### config.mk
export PLATFORM = sky130hd
export DESIGN_NAME = modulator_pwm
export DESIGN_NICKNAME = d
export VERILOG_FILES = /design/src/rtl/modulator_pwm_pkg.sv /design/src/rtl/modulator_pwm_wykrywacz_okresu.sv /design/src/rtl/modulator_pwm.sv
export SDC_FILE = /design/constraint.sdc
export NUM_CORES = 1
export LEC_CHECK = 0
export CAP_MARGIN = 10
export CORE_MARGIN = 1.5
export CORE_UTILIZATION = 45
export DETAILED_ROUTE_END_ITERATION = 10
export GPL_TIMING_DRIVEN = 1
export PLACE_DENSITY_LB_ADDON = 0.12
export SYNTH_ARGS = -nofsm -noshare
export SYNTH_HDL_FRONTEND = slang
export SYNTH_HIERARCHICAL = 1
export SYNTH_SLANG_ARGS = --single-unit
### constraint.sdc
create_clock -name clk -period 4.6 [get_ports clk]
set_input_delay 0.92 -clock clk [delete_from_list [all_inputs] [get_ports clk]]
set_output_delay 0.92 -clock clk [all_outputs]
set_load 0.01 [all_outputs]
### src/rtl/modulator_pwm_pkg.sv
// Shared definitions for the PWM modulator: FSM state encodings and the
// saturation limit of the optional period counter.
// Latency: n/a (types and constants only). Backpressure: n/a.
package modulator_pwm_pkg;

  typedef enum logic [1:0] {
    STOP   = 2'd0,
    START  = 2'd1,
    RUN    = 2'd2,
    KONIEC = 2'd3
  } stan_t;

  localparam logic [7:0] OKRESY_MAX = 8'd255;

  // The waveform is driven in RUN and while the last period drains in KONIEC.
  function automatic logic czy_aktywny(input stan_t s);
    return (s == RUN) || (s == KONIEC);
  endfunction

endpackage

### src/rtl/modulator_pwm_wykrywacz_okresu.sv
// Period-start detector for any consumer of a modulo-N counter.
// Latency: combinational wrap from licz; prev_licz registered every clock.
// Backpressure: none.
// Ports: clk, res (async active-low), licz (counter value), wrap (period start).
module wykrywacz_okresu #(
  parameter int WIDTH = 4
) (
  input  logic             clk,
  input  logic             res,
  input  logic [WIDTH-1:0] licz,
  output logic             wrap
);

  logic [WIDTH-1:0] prev_licz;

  always_ff @(posedge clk or negedge res) begin
    if (!res) begin
      prev_licz <= '0;
    end else begin
      prev_licz <= licz;
    end
  end

  // A counter held at zero gives a single wrap; an upstream reset mid-period
  // looks like a wrap too, which restarts the period cleanly.
  assign wrap = (licz == '0) && (prev_licz != '0);

endmodule

### src/rtl/modulator_pwm.sv
// PWM generator slaved to an external modulo-MODULUS counter, with
// double-buffered duty applied at period start and graceful start/stop.
// Latency: 1 clock from licz to pwm. Backpressure: none (duty writes always accepted).
// Ports: clk, res (async active-low), en (run request), licz (counter value),
//        wyp_wr/wyp (duty write), pwm, okres (period pulse), zajety (shadow
//        pending), aktywny (RUN/KONIEC). With MODULATOR_PWM_LICZNIK_OKRESOW_EN
//        defined, okresy counts okres pulses (saturating, cleared in STOP).
module modulator_pwm
  import modulator_pwm_pkg::*;
#(
  parameter int MODULUS = 12,
  parameter int WIDTH   = 4
) (
  input  logic             clk,
  input  logic             res,
  input  logic             en,
  input  logic [WIDTH-1:0] licz,
  input  logic             wyp_wr,
  input  logic [WIDTH:0]   wyp,
  output logic             pwm,
  output logic             okres,
  output logic             zajety,
  output logic             aktywny
`ifdef MODULATOR_PWM_LICZNIK_OKRESOW_EN
  ,
  output logic [7:0]       okresy
`endif
);

  localparam logic [WIDTH:0] MOD_W = (WIDTH+1)'(MODULUS);

  stan_t          stan, stan_nast;
  logic           wrap;
  logic           biegnie_nast;
  logic [WIDTH:0] wyp_akt, wyp_cien, wyp_obc, wyp_nast;

  wykrywacz_okresu #(.WIDTH(WIDTH)) u_wykrywacz (
    .clk  (clk),
    .res  (res),
    .licz (licz),
    .wrap (wrap)
  );

  always_comb begin
    stan_nast = stan;
    case (stan)
      STOP:    if (en) stan_nast = START;
      START:   if (!en) stan_nast = STOP;
               else if (wrap) stan_nast = RUN;
      RUN:     if (!en) stan_nast = wrap ? STOP : KONIEC;
      KONIEC:  if (en) stan_nast = RUN;
               else if (wrap) stan_nast = STOP;
      default: stan_nast = STOP;
    endcase
  end

  assign wyp_obc      = (wyp > MOD_W) ? MOD_W : wyp;
  // The comparison for the first sample of a period must already use the
  // duty that is being applied at this wrap.
  assign wyp_nast     = wrap ? wyp_cien : wyp_akt;
  assign biegnie_nast = czy_aktywny(stan_nast);

  always_ff @(posedge clk or negedge res) begin
    if (!res) begin
      stan     <= STOP;
      wyp_akt  <= '0;
      wyp_cien <= '0;
      zajety   <= 1'b0;
      pwm      <= 1'b0;
      okres    <= 1'b0;
      aktywny  <= 1'b0;
    end else begin
      stan <= stan_nast;
      if (wrap) wyp_akt <= wyp_cien;
      // A write on the wrap cycle lands in the shadow only; the old shadow
      // is what gets applied, so the new value stays pending.
      if (wyp_wr) begin
        wyp_cien <= wyp_obc;
        zajety   <= 1'b1;
      end else if (wrap) begin
        zajety   <= 1'b0;
      end
      pwm     <= biegnie_nast && ({1'b0, licz} < wyp_nast);
      okres   <= wrap && biegnie_nast;
      aktywny <= biegnie_nast;
    end
  end

`ifdef MODULATOR_PWM_LICZNIK_OKRESOW_EN
  always_ff @(posedge clk or negedge res) begin
    if (!res) begin
      okresy <= '0;
    end else if (stan_nast == STOP) begin
      okresy <= '0;
    end else if (wrap && biegnie_nast && (okresy != OKRESY_MAX)) begin
      okresy <= okresy + 8'd1;
    end
  end
`endif

endmodule

Word level (Yosys, flattened, before mapping)
Index checks and enable logic that the tools add are counted.

word-level totals
  register bits after elaboration = 20
  input bits = 13
  output and inout bits = 4
  word-level logic and storage cells = 35

cells by class
  order comparisons = 2
  eq/ne operators = 5
  muxes and demuxes = 12
  reduce and logical (&&, ||, !) cells = 8

operators by type and width
  operator                                                                          number
  2-bit two-way mux                                                                 7
  5-bit two-way mux                                                                 2
  2-bit == test (second input constant)                                             4
  2-bit one-hot mux with 4 select lines                                             1
  5-bit by 4-bit greater-than comparator with 1-bit output (second input constant)  1
  4-bit by 5-bit < comparator with 1-bit output                                     1
  4-bit logical NOT                                                                 1
  4-bit nonzero test                                                                1
  1-bit logical AND                                                                 3
  2-bit by 1-bit == test with 1-bit output (second input constant)                  1
  2-bit logical NOT                                                                 1
  1-bit two-way mux                                                                 2
  2-bit nonzero test                                                                1
  1-bit logical OR                                                                  1

Longest topological paths before layout
  word-level depth = 8
  gate-level depth with buffers = 8
  gate-level depth less buffers = 7

Modules after synthesis
The synthesis kept the hierarchy.

by module, submodules not included
  module            times used  cells an instance  area an instance (µm²)  seq. area each (µm²)
  modulator_pwm     1           57                 641.9                   375.4
  wykrywacz_okresu  1           7                  117.6                   100.1

Worst setup path before layout
Ideal clock, no wire load.

  path kind = input-to-reg
  start = in licz[1]
  end = reg pwm
  setup time = 82 ps
  arrival time = 2,522 ps
  required time = 4,518 ps
  slack = 1,997 ps
  stages on the path = 8
  buffers on the path = 1
  cells stage by stage = or4_1 nor2_1 buf_6 mux2i_1 ha_1 o21ai_0 a22oi_1 a31oi_1

between the ends
  word-level cells in the longest chain between the ends = 8
  elaborated cells on any way between the ends = 15
  those cells by class = 1 x order compare; 2 x eq/ne; 8 x mux; 4 x reduce/logical

ends and longest elaborated chain
  what                                   line                                                           text
  start, declared                        modulator_pwm.sv:17                                            input logic [WIDTH-1:0] licz,
  4-bit logical NOT (*)                  modulator_pwm_wykrywacz_okresu.sv:26                           assign wrap = (licz == '0) && (prev_licz != '0);
  1-bit logical AND (*)                  modulator_pwm_wykrywacz_okresu.sv:26
  net wrap                               modulator_pwm.sv:33                                            logic wrap;
  2-bit two-way mux (on tied branches)   modulator_pwm.sv:52, modulator_pwm.sv:50, modulator_pwm.sv:49
  2-bit two-way mux (on tied branches)   modulator_pwm.sv:51, modulator_pwm.sv:50, modulator_pwm.sv:48
  2-bit one-hot mux with 4 select lines  modulator_pwm.sv:46                                            case (stan)
  2-bit == test                          modulator_pwm_pkg.sv:17                                        return (s == RUN) || (s == KONIEC);
  1-bit logical OR                       modulator_pwm_pkg.sv:17
  1-bit logical AND (*)                  modulator_pwm.sv:83                                            pwm <= biegnie_nast && ({1'b0, licz} < wyp_nast);
  end signal, assigned                   modulator_pwm.sv:83
  end, declared                          modulator_pwm.sv:20                                            output logic pwm,

The timed path passes the listed nets; every way through them passes the cells marked *.
A chain may end at the register's enable or synchronous reset.

Worst setup path in the final report
Same ends and word-level chain as after synthesis.

==> run summary <==
Detailed-router iteration count before antenna repair: 4
Ys Warns: 6
Max Used Layer: met4
Port bufs: 16
Crit end category: flip-flop
Dpl hpwl: 860 um
RSZ-0062 raised after global routing: false
Cell count after synthesis: 64
Vias in the first global route: 492
Buf/Inv on CP: 1
Simple-Gate Fraction of Synth Area: 0.0774
Peak VDD IR: 0.177 mV
Crit-path slowest cell: nor2_1
Cells along the critical path: clkdlybuf4s50_1, or4_1, nor2_1, mux2i_1, ha_1, o21ai_0, a22oi_1, a31oi_1
Filler instances: 133
Metal3 WL: 57 um
Post-Synth Adder-Cell Area: 0.0494
#FFs+latches synth: 19
Routability cong.: 0.658
Congestion Overflow GR: 0
Minimum clock period: 3230 ps
Post-CTS Setup Inserts: 0
HP Class: reg -> reg
Largest net degree at the start of global routing: 20
PwrDens: 368 nW/um^2
Std cell rows: 14
Clock sink count: 19
IO Count: 17
Post-route ant nets: 0
CTS Hold Bufs: 0
Proportion of synthesized area in mux cells: 0.0675
CP Launch Type: input pin
Seq/Total Area, Yosys: 0.626
CP peak stage delay: 610 ps
P&R area growth vs syn: 25.2%
Initial antenna violation count: 0
Routed WL: 1.18 mm
Final Hold Vio Count: 0
Mapped cell area: 759 um^2
Synth Area in XOR/XNOR: 0
H-tree Lvls: 1
Max Cap Viol: 0
CP startpoint: licz[1]
Ratio of cells with drive above 1 in the final layout: 0.0610
Reg area: 475 um^2
Largest family of logic cells by synthesized area: compound AO/OA/AOI/OAI gates
Num CTS Buffers: 3
Total Neg Setup Slack: 0 ps
Wire length per cell: 12.1 um
Hold_sp: wyp_akt[1]
Outcome: finished clean
Ant diodes: 0
Post-synth EDFFs: 0
Met2 wire len: 518 um
Global-route wire length before repair: 2.06 mm
Max Slew Vio Count: 0
Max transition margin: 0.450
CTS Root Cell: clkbuf_4
Avg Cell Area, Syn: 11.9 um^2
Post-synth net total: 80
Wl on met1: 565 um
Footprint of the multi-input gates: 235 um^2
DRC Markers: 0
Worst-margin pin slew: 822 ps
Post-synth cell types: 21
Vias/cell: 5.10
Clock-pin slew on the worst setup and hold paths: 100 ps
Reg2Reg Launch Point: u_wykrywacz/prev_licz[3]
Die area: 1940 um^2
Starting DRT DRC Count: 4
Max Fclk: 310 MHz
Ys flop type: dfrtp_1
Clock buffer depth: 2
Initial Util: 0.493
Cts repair resizes: 0
Required @ worst endpoint: 4820 ps
Core ar.: 1540 um^2
Worst Skew: 4.26 ps
Kind of cell adding the most delay to the critical path: simple AND/OR/NAND/NOR gates
Total GRT Usage: 0.153
P_leak: 0.425 nW
Final core utilization: 0.617
Vias: 500
Final Setup Violations: 0
Worst Path Arrival: 3450 ps
CTS tree: yes
Chip width: 44.1 um
Crit path max fanout: 10
Die Span Y: 44.1 um
CP Class: in -> reg
Nets: 99
Clock latency on the worst-skew pair: 290 ps
Final period util: 0.702
Synth Area in Compound Gates: 0.115
Fraction of registers with async set/reset: 1.00
sequential cells by signal, indices dropped and copies added (netlist names):
register,flops
pwm,1
zajety,1
okres,1
stan,2
wyp_akt,5
u_wykrywacz/prev_licz,4
wyp_cien,5
through the flow:
step                      power [mW]  worst slack, ps  area [um^2]  std cells  hold slack, ps
after floorplan                0.237             2000          759         64             452
after global placement         0.272             1130          925         94             464
after detailed placement       0.274             1020          925         94             481
after CTS                      0.357             1350          951         98             506
after global routing           0.372             1210          951         98             535
final                          0.350             1370          951         98             496
synth_stat cells (all sizes together), types with 2 or more instances:
| library cell | number | area, um^2 |
|---|---|---|
| a21oi | 5 | 25.0 |
| dfrtp | 19 | 475 |
| ha | 3 | 37.5 |
| inv | 9 | 33.8 |
| mux2i | 4 | 40.0 |
| nand3 | 2 | 10.0 |
| nor2 | 5 | 18.8 |
| nor3 | 2 | 10.0 |
| o21ai | 3 | 15.0 |
area by class of cell:
type | count | share of cell area
sequential | 19 | 0.500
timing repair buffer | 16 | 0.168
inverter | 9 | 0.0355
tap | 16 | 0.0211
clock buffer | 4 | 0.0276
multi-input combinational | 34 | 0.247
worst register-to-register path, stage by stage (launching register included):
cell and delay (ps):
dfrtp_1 340, nor4_1 50, nor2_1 590, mux2i_1 310, ha_1 250, o21ai_0 140, a22oi_1 80, a31oi_1 160
report_power, final:
group	internal [mW]	switching, mW	total, mW
registers	0.188	0.00916	0.197
clock network	0.0337	0.0475	0.0812
logic	0.0398	0.0319	0.0717
total	0.261	0.0886	0.350
cells in the final DEF (no fill, tap or decap), drive strengths merged:
| master | Yosys | final |
|---|---|---|
| a31o | 1 | 1 |
| a31oi | 1 | 1 |
| nor4 | 1 | 1 |
| inv | 9 | 9 |
| dfrtp | 19 | 19 |
| nand3 | 2 | 2 |
| a221o | 1 | 1 |
| nor3 | 2 | 2 |
| a211oi | 1 | 1 |
| a22oi | 1 | 1 |
| nor2b | 1 | 1 |
| a21oi | 5 | 5 |
| clkbuf | 1 | 4 |
| or4 | 1 | 1 |
| clkdlybuf4s50 | 0 | 16 |
| ha | 3 | 3 |
| nor2 | 5 | 5 |
| mux2 | 1 | 1 |
| o21ai | 3 | 3 |
| mux2i | 4 | 4 |
| a21o | 1 | 1 |
kinds of logic (layout without fill, tap and decap cells):
kind of cell / count (synthesis) / count (layout)
flops: 19 / 19
fa+ha+maj: 3 / 3
simple gates: 12 / 12
compound gates: 14 / 14
buf+inv: 11 / 29
mux: 5 / 5
routing by layer:
layer / GRT usage / vias to the layer above
met2: 0.224 / 14
li1: - / 256
met4: 0.127 / 0
met5: 0 / -
met3: 0.0286 / 4
met1: 0.196 / 226
path summary, 6_finish.rpt:
| kind | to | slack [ps] | cells after the start |
|---|---|---|---|
| max | pwm | 1370 | 8 |
| min | wyp_akt[1] | 500 | 2 |
| max reg2reg | pwm | 2600 | 7 |
| min reg2reg | wyp_akt[1] | 500 | 2 |
| max in group asynchronous | okres | 3000 | 1 |
| min in group asynchronous | u_wykrywacz/prev_licz[1] | 1090 | 1 |
Note: power is estimated with default switching activity, not from simulation.
